$ cat src/rtl/dmem_arbiter.sv
// Data-memory arbiter: CPU execute stage has priority, host/debug port gets a
// req/ack slot with a bounded wait so it can never be starved indefinitely.
module dmem_arbiter #(
  parameter int unsigned ADDR_W   = 4,
  parameter int unsigned DATA_W   = 8,
  parameter int unsigned MAX_WAIT = 4
) (
  input  logic              clk,
  input  logic              reset,
  input  logic              cpu_rd_i,
  input  logic              cpu_wr_i,
  input  logic [ADDR_W-1:0] cpu_addr_i,
  input  logic [DATA_W-1:0] cpu_wdata_i,
  output logic [DATA_W-1:0] cpu_rdata_o,
  output logic              cpu_stall_o,
  input  logic              host_req_i,
  input  logic              host_we_i,
  input  logic [ADDR_W-1:0] host_addr_i,
  input  logic [DATA_W-1:0] host_wdata_i,
  output logic              host_ack_o,
  output logic [DATA_W-1:0] host_rdata_o,
  output logic [ADDR_W-1:0] mem_addr_o,
  output logic [DATA_W-1:0] mem_wdata_o,
  output logic              mem_we_o,
  output logic              mem_re_o,
  input  logic [DATA_W-1:0] mem_rdata_i
);

  localparam int unsigned WAIT_W = $clog2(MAX_WAIT + 1);

  typedef enum logic {
    ARB = 1'b0,
    ACK = 1'b1
  } state_e;

  state_e              state_q, state_d;
  logic [WAIT_W-1:0]   wait_cnt_q, wait_cnt_d;
  logic                host_ack_q, host_ack_d;
  logic [DATA_W-1:0]   host_rdata_q, host_rdata_d;

  logic                cpu_req;
  logic                wait_full;
  logic                host_grant;

  assign cpu_req    = cpu_rd_i | cpu_wr_i;
  assign wait_full  = (wait_cnt_q == WAIT_W'(MAX_WAIT));
  // Reset gates the grant so a grant cycle under reset has no memory side effect.
  assign host_grant = reset & (state_q == ARB) & host_req_i & (~cpu_req | wait_full);

  assign cpu_rdata_o  = mem_rdata_i;
  assign host_ack_o   = host_ack_q;
  assign host_rdata_o = host_rdata_q;

  // Memory port mux; CPU drives address/data whenever the host is not granted.
  always_comb begin
    mem_addr_o  = cpu_addr_i;
    mem_wdata_o = cpu_wdata_i;
    mem_we_o    = cpu_wr_i;
    mem_re_o    = cpu_rd_i & ~cpu_wr_i;
    cpu_stall_o = 1'b0;
    if (host_grant) begin
      mem_addr_o  = host_addr_i;
      mem_wdata_o = host_wdata_i;
      mem_we_o    = host_we_i;
      mem_re_o    = ~host_we_i;
      cpu_stall_o = cpu_req;
    end
    if (!reset) begin
      mem_we_o = 1'b0;
      mem_re_o = 1'b0;
    end
  end

  // Next-state, starvation counter and host response.
  always_comb begin
    state_d      = state_q;
    wait_cnt_d   = wait_cnt_q;
    host_ack_d   = 1'b0;
    host_rdata_d = host_rdata_q;
    unique case (state_q)
      ARB: begin
        if (host_grant) begin
          state_d    = ACK;
          wait_cnt_d = '0;
          host_ack_d = 1'b1;
          if (!host_we_i) begin
            host_rdata_d = mem_rdata_i;
          end
        end else if (host_req_i && cpu_req) begin
          if (!wait_full) begin
            wait_cnt_d = wait_cnt_q + WAIT_W'(1);
          end
        end else if (!host_req_i) begin
          wait_cnt_d = '0;
        end
      end
      ACK: begin
        state_d = ARB;
      end
      default: begin
        state_d = ARB;
      end
    endcase
  end

  always_ff @(posedge clk or negedge reset) begin
    if (!reset) begin
      state_q      <= ARB;
      wait_cnt_q   <= '0;
      host_ack_q   <= 1'b0;
      host_rdata_q <= '0;
    end else begin
      state_q      <= state_d;
      wait_cnt_q   <= wait_cnt_d;
      host_ack_q   <= host_ack_d;
      host_rdata_q <= host_rdata_d;
    end
  end

endmodule
$ cat config.mk
export PLATFORM = sky130hd
export DESIGN_NAME = dmem_arbiter
export DESIGN_NICKNAME = d
export VERILOG_FILES = /design/src/rtl/dmem_arbiter.sv
export SDC_FILE = /design/constraint.sdc
export NUM_CORES = 1
export LEC_CHECK = 0
export CORE_MARGIN = 2
export CORE_UTILIZATION = 33
export CTS_BUF_LIST = sky130_fd_sc_hd__clkbuf_8
export DETAILED_ROUTE_END_ITERATION = 10
export GPL_ROUTABILITY_DRIVEN = 0
export PLACE_DENSITY = 0.88
export SLEW_MARGIN = 40
export SYNTH_ARGS = -nofsm -noshare
export SYNTH_HDL_FRONTEND = slang
export SYNTH_SLANG_ARGS = --single-unit
$ cat constraint.sdc
create_clock -name clk -period 2.4 [get_ports clk]
set_input_delay 0.48 -clock clk [delete_from_list [all_inputs] [get_ports clk]]
set_output_delay 0.48 -clock clk [all_outputs]
set_load 0.02 [all_outputs]
==> run metrics, run 1 <==
most frequently used cell type in the post-synthesis netlist sky130_fd_sc_hd__mux2_2; worst setup skew after layout 0.000516 ns; most frequently used flop master after synthesis sky130_fd_sc_hd__dfrtp_1; Post-Synthesis Net Count 111; status complete, no violations; Remaining DRCs 0; Mapped Cells 71; placed insts approximately 170; average vias per placed instance 4.77; number of warnings reported in the yosys synthesis log 0; largest cells by area after synthesis sky130_fd_sc_hd__dfrtp_1, sky130_fd_sc_hd__mux2_2, sky130_fd_sc_hd__buf_4; Initial Utilization 0.342; cts-stage hold buffer count 0; Final period util 0.952; count of buffers from port buffering around 70; signal arrival time at the worst endpoint between 1.5 and 2 ns; worst-margin pin slew between 0.4 and 0.5 ns; filler instances roughly 200; count of state elements after synthesis 12; number of placed I/O pins 70; static leakage power between 0.7 and 0.8 nW; Critical Path Sink Type output port; final-report hold violation count 0; depth of the most critical reg-to-reg path 7; aggregate global routing overflow 0; Final WS setup roughly 0.12 ns; Num Clock Sinks 12; area growth from synthesis to layout 92.8%; H-Tree Level Count 1; TritonCTS clock tree done; total half-perimeter wirelength after legalization and detailed placement between 2 and 2.5 mm; final non-filler cell area around 1600 um^2; fraction of final layout cells sized beyond drive strength 1 0.380; nature of the critical path startpoint register; area of the die approximately 3000 um^2; via count of the first global-routing pass 930; placed standard-cell area 1610 um^2; clk slew on worst S/H paths 0.05 ns; top fanout value on the critical path 3; CP max stage delay ~0.38 ns; Worst Path Class, Setup reg2out; largest net degree at the start of global routing 16; worst min path class in2async; TritonCTS Buffers 3; Max-Slew Margin vs Limit 0.731; proportion of synthesized chip area in sequential cells 0.358; die boundary width 54.4 um; number of antenna violations at the first check in global routing 0; Starting DRT DRC Count 5; drt pass-1 iters 3; overall routed net length ~2.6 mm; ratio of total power to cell area between 500 and 600 nW/um^2; Floorplan Core Area approximately 2500 um^2; Max Cap Viol 0; first-pass GRT wire length between 3 and 4 mm; Setup Slack @ Placement -0.421 ns; Max VDD drop about 0.44 mV; final setup fails 0; Die Y between 50 and 60 um; non-filler cells in the finished layout 180; Avg Cell Area, Syn ~12 um^2; net count of the finished layout around 190; Layout Utilization 0.660; number of vias after detailed routing between 800 and 900; post-synth cell types 24; cell type with the highest aggregate area in the netlist sky130_fd_sc_hd__dfrtp_1; Min Clock Period, post-route 2.28 ns; summed instance area of the synthesized netlist between 800 and 900 um^2; fraction of post-synthesis cell area in the top cell type by area 0.358; FF+latch area about 300 um^2; post-synthesis async set-or-reset flop share 1.00; worst-skew pair later-pin latency 0.24 ns; gr usage total 0.186; Wirelength per Cell 14.5 um; footprint of the multi-input gates 464 um^2; Worst path slowest cell sky130_fd_sc_hd__dfrtp_1; number of max-slew violations in the final report 0; diode count 0; number of cell rows 18; Post-synth EDFFs 0; cell chain of the critical path inv_1, ha_2, buf_4, o2bb2ai_1, a21oi_1, o21a_1, dlygate4sd2_1; Synth top cells by count sky130_fd_sc_hd__mux2_2, sky130_fd_sc_hd__dfrtp_1, sky130_fd_sc_hd__buf_4, sky130_fd_sc_hd__inv_1; buffer cell driving the clock tree root sky130_fd_sc_hd__clkbuf_8; post-route antenna net violation count 0; data required time at the worst endpoint 1.92 ns; deepest clock path buffer count 2; highest achievable clock rate about 0.44 GHz
metal layers:
metal,routed length [um],part of all wire,global-route usage,vias up
met4,36,0.014,0.0750,0
met5,0,0,0,-
li1,-,-,-,407
met3,233,0.089,0.0683,4
met1,843,0.32,0.173,397
met2,1500,0.57,0.361,50
metrics by stage:
step / power [W] / setup TNS [ns] / hold WS, ns
final: 0.000860 / 0 / 0.380
after global routing: 0.000908 / -0.0000686 / 0.410
after CTS: 0.000867 / 0 / 0.510
after detailed placement: 0.000657 / -5.63 / 0.498
after global placement: 0.000646 / -5.10 / 0.488
after floorplan: 0.000441 / 0 / 0.184
layout by cell type, fill, tap and decap left out:
master                            instances
sky130_fd_sc_hd__buf_2                   12
sky130_fd_sc_hd__ha_2                     1
sky130_fd_sc_hd__clkbuf_2                 2
sky130_fd_sc_hd__nor2_4                   1
sky130_fd_sc_hd__a2bb2oi_4                1
sky130_fd_sc_hd__nor3_4                   1
sky130_fd_sc_hd__nor2b_1                  1
sky130_fd_sc_hd__o21a_1                   3
sky130_fd_sc_hd__dlymetal6s2s_1           2
sky130_fd_sc_hd__o211ai_1                 1
sky130_fd_sc_hd__clkdlybuf4s50_1         50
sky130_fd_sc_hd__mux2i_1                  2
sky130_fd_sc_hd__nand3_1                  3
sky130_fd_sc_hd__mux2_2                  19
sky130_fd_sc_hd__dlygate4sd2_1            3
sky130_fd_sc_hd__buf_4                   14
sky130_fd_sc_hd__nand3b_4                 1
sky130_fd_sc_hd__nor3b_1                  1
sky130_fd_sc_hd__dfrtp_1                 12
sky130_fd_sc_hd__a31oi_1                  1
sky130_fd_sc_hd__nand2b_1                 1
sky130_fd_sc_hd__buf_12                   1
sky130_fd_sc_hd__mux2_1                   1
sky130_fd_sc_hd__o21ai_0                  2
sky130_fd_sc_hd__inv_1                    4
sky130_fd_sc_hd__a21oi_1                  2
sky130_fd_sc_hd__clkbuf_8                 4
sky130_fd_sc_hd__ha_1                     1
sky130_fd_sc_hd__nand4b_1                 1
sky130_fd_sc_hd__and3b_1                  1
sky130_fd_sc_hd__o2bb2ai_1                1
cell type report:
cell class | count | share of cell area
Multi-Input combinational cell | 46 | 0.287
Inverter | 4 | 0.00927
Clock buffer | 4 | 0.0340
Sequential cell | 12 | 0.185
Timing Repair Buffer | 84 | 0.461
Tap cell | 30 | 0.0232
power breakdown:
group	switching (W)	leakage [nW]	internal, W
logic	0.000162	0.555	0.000211
clock network	0.0000770	0.0288	0.000145
registers	0.0000209	0.152	0.000244
worst paths after layout:
path                                       from               to  slack, ns
max in group asynchronous                 reset  host_rdata_o[0]       1.85
worst max register to register    wait_cnt_q[0]  host_rdata_o[3]       0.68
min in group clk                host_rdata_o[5]  host_rdata_o[5]       0.51
worst max-delay path              wait_cnt_q[0]         mem_re_o       0.12
worst min register to register  host_rdata_o[5]  host_rdata_o[5]       0.51
worst min-delay path                      reset  host_rdata_o[5]       0.38
logic make-up (layout without fill, tap and decap cells):
group / after synthesis / count (layout) / synth area share
multiplexers: 22 / 22 / 0.292
buffers and inverters: 13 / 92 / 0.103
flip-flops: 12 / 12 / 0.358
AO/OA/AOI/OAI: 11 / 11 / 0.109
AND/OR/NAND/NOR: 11 / 11 / 0.109
adder cells (fa/ha/maj): 2 / 2 / 0.0298
what timing repair did:
item | CTS | global route
pin swaps | 0 | 1
endpoints found under the setup margin | 15 | 15
resized for setup | 54 | 7
buffers inserted | 1 | 1
sequential cells by signal (all words and copies together) (netlist names):
signal	count
host_rdata_o	8
host_ack_o	1
wait_cnt_q	3
worst max-delay path, delay by kind of cell, from the launching register on:
kind,cells,cell delay [ns]
compound gates,3,0.44
fa+ha+maj,1,0.21
buf+inv,3,0.51
flops,1,0.38
Note: power is estimated with default switching activity, not from simulation.
==> run 2, diff against run 1 <==
- CELL_PAD_IN_SITES_DETAIL_PLACEMENT: not set -> 1
- CELL_PAD_IN_SITES_GLOBAL_PLACEMENT: not set -> 2
- CORE_UTILIZATION: 33 -> 18
==> run 2 against run 1 <==
Cell count increased by 11%. Routed wire length up 9.3%. Clock skew barely moved. Via count is 1.5% higher. Core utilization decreased by 29 points. Fmax decreased by 0.59%. Register-to-register slack worse by 0.06 ns. Critical path type unchanged. Largest cell class unchanged. Largest power group unchanged. Highest routed layer unchanged.
==> run metrics, run 2 (synthesis gave the netlist of run 1 again) <==
status complete, no violations (unchanged); first-pass GRT wire length 4.63 mm (was 3.80 mm); count of buffers from port buffering 69 (unchanged); nature of the critical path startpoint register (unchanged); Floorplan Core Area 4410 um^2 (was 2450 um^2); average vias per placed instance 4.36 (was 4.77); Remaining DRCs 0 (unchanged); static leakage power 0.729 nW (was 0.736 nW); Max Cap Viol 0 (unchanged); filler instances 496 (was 199); buffer cell driving the clock tree root sky130_fd_sc_hd__clkbuf_8 (unchanged); Starting DRT DRC Count 9 (was 5); total half-perimeter wirelength after legalization and detailed placement 2.51 mm (was 2.17 mm); via count of the first global-routing pass 1,032 (was 930); post-route antenna net violation count 0 (unchanged); Initial Utilization 0.190 (was 0.342); die boundary width 72.3 um (was 54.4 um); Die Y 72.3 um (was 54.4 um); ratio of total power to cell area 528 nW/um^2 (was 531 nW/um^2); number of placed I/O pins 70 (unchanged); TritonCTS clock tree done (unchanged); gr usage total 0.113 (was 0.186); largest net degree at the start of global routing 13 (was 16); Wirelength per Cell 14.3 um (was 14.5 um); Worst Path Class, Setup reg2out (unchanged); diode count 0 (unchanged); clk slew on worst S/H paths 0.06 ns (was 0.05 ns); worst-margin pin slew 0.385 ns (was 0.402 ns); overall routed net length 2.86 mm (was 2.61 mm); fraction of final layout cells sized beyond drive strength 1 0.365 (was 0.380); signal arrival time at the worst endpoint 1.82 ns (was 1.80 ns); Critical Path Sink Type output port (unchanged); drt pass-1 iters 4 (was 3); flip-flop count of the largest register after layout 8 (unchanged); number of vias after detailed routing 871 (was 858); Final WS setup 0.103 ns (was 0.116 ns); Post-CTS Setup Inserts 0 (was 1); TritonCTS Buffers 3 (unchanged); CP max stage delay 0.38 ns (about the same); most frequent standard cell in the layout excluding fill and tap cells sky130_fd_sc_hd__clkdlybuf4s50_1 (unchanged); worst setup skew after layout 0.000797 ns (was 0.000516 ns); worst min path class in2async (unchanged); Worst path slowest cell sky130_fd_sc_hd__dfrtp_1 (unchanged); data required time at the worst endpoint 1.92 ns (about the same); most used cells in the layout excluding fill and tap cells sky130_fd_sc_hd__clkdlybuf4s50_1, sky130_fd_sc_hd__mux2_2, sky130_fd_sc_hd__dfrtp_1, sky130_fd_sc_hd__buf_2, sky130_fd_sc_hd__buf_4 (was sky130_fd_sc_hd__clkdlybuf4s50_1, sky130_fd_sc_hd__mux2_2, sky130_fd_sc_hd__buf_4, sky130_fd_sc_hd__dfrtp_1, sky130_fd_sc_hd__buf_2); Setup Slack @ Placement -0.414 ns (was -0.421 ns); net count of the finished layout 189 (was 191); aggregate global routing overflow 0 (unchanged); number of cell rows 24 (was 18); worst path buffer plus inverter count 3 (unchanged); deepest clock path buffer count 2 (unchanged); number of max-slew violations in the final report 0 (unchanged); H-Tree Level Count 1 (unchanged); area of the die 5230 um^2 (was 2960 um^2); final setup fails 0 (unchanged); Final period util 0.957 (was 0.952); Layout Utilization 0.373 (was 0.660); worst-skew pair later-pin latency 0.24 ns (about the same); final-report hold violation count 0 (unchanged); highest achievable clock rate 0.435 GHz (was 0.438 GHz); area growth from synthesis to layout 96.1% (was 92.8%); Min Clock Period, post-route 2.30 ns (was 2.28 ns); Max VDD drop 0.202 mV (was 0.439 mV); Max-Slew Margin vs Limit 0.742 (was 0.731); cell chain of the critical path inv_1, ha_4, a2bb2oi_4, buf_4, nor3_4, o21a_1, clkdlybuf4s15_1 (was inv_1, ha_2, buf_4, o2bb2ai_1, a21oi_1, o21a_1, dlygate4sd2_1); gate family responsible for the most delay along the worst path buffers and inverters (unchanged); Num Clock Sinks 12 (unchanged); number of antenna violations at the first check in global routing 0 (unchanged); top fanout value on the critical path 3 (unchanged)
[run 2: cell count changes in the layout (fill, tap and decap cells not counted), sizes merged]
cell and change:
clkdlybuf4s15 +1, clkbuf -1, buf -2
[run 2: power by group]
part           total (W)  internal (W)  switching [W]
registers       0.000266      0.000244      0.0000214
logic           0.000379      0.000212       0.000167
clock network   0.000225      0.000145      0.0000795
total           0.000869      0.000602       0.000268
[run 2: final timing paths]
kind	start	endpoint	slack [ns]	cells past startpoint
max	wait_cnt_q[0]	mem_re_o	0.10	7
min	reset	host_ack_o	0.41	3
max reg2reg	wait_cnt_q[0]	host_rdata_o[2]	0.62	7
min reg2reg	host_rdata_o[0]	host_rdata_o[0]	0.51	1
max in group asynchronous	reset	host_rdata_o[2]	1.84	3
min in group clk	host_rdata_o[0]	host_rdata_o[0]	0.51	1
[run 2: metrics by stage]
stage / setup TNS (ns) / area [um^2] / std cells / power, W / hold slack (ns)
CTS: 0 / 1630 / 200 / 0.000872 / 0.517
global route: -0.00615 / 1650 / 200 / 0.000914 / 0.443
floorplan: 0 / 840 / 71 / 0.000441 / 0.184
finish: 0 / 1650 / 200 / 0.000869 / 0.408
detailed placement: -5.65 / 1630 / 196 / 0.000659 / 0.504
global placement: -5.40 / 1630 / 196 / 0.000647 / 0.492
[run 2: worst min-delay path: stages]
cell	delay [ns]
sky130_fd_sc_hd__dlymetal6s2s_1	0.15
sky130_fd_sc_hd__buf_4	0.16
sky130_fd_sc_hd__buf_4	0.21
[run 2: what timing repair did]
action / CTS / global route
pin swaps: 0 / 1
hold buffers: 0 / 0
resized for setup: 54 / 7
setup endpoints to repair: 15 / 14
[run 2: area by class of cell]
class                           count  area (um^2)  share of cell area
Timing Repair Buffer               82          737               0.448
Clock buffer                        4         55.1              0.0334
Inverter                            4         15.0             0.00912
Tap cell                           52         65.1              0.0395
Sequential cell                    12          300               0.182
Multi-Input combinational cell     46          474               0.288
[run 2: layer usage]
layer / vias up / GRT usage / share of wire
met3: 8 / 0.0389 / 0.12
met1: 396 / 0.111 / 0.35
met2: 63 / 0.210 / 0.50
li1: 404 / - / -
met4: 0 / 0.0524 / 0.029
met5: - / 0 / 0
==> run 3, diff against run 2 <==
- ABC_CLOCK_PERIOD_IN_PS: not set -> 2400
- CTS_CLUSTER_DIAMETER: not set -> 40
==> results of run 3 <==
Same layout as run 2: the final DEF is identical, and so are final timing and power.
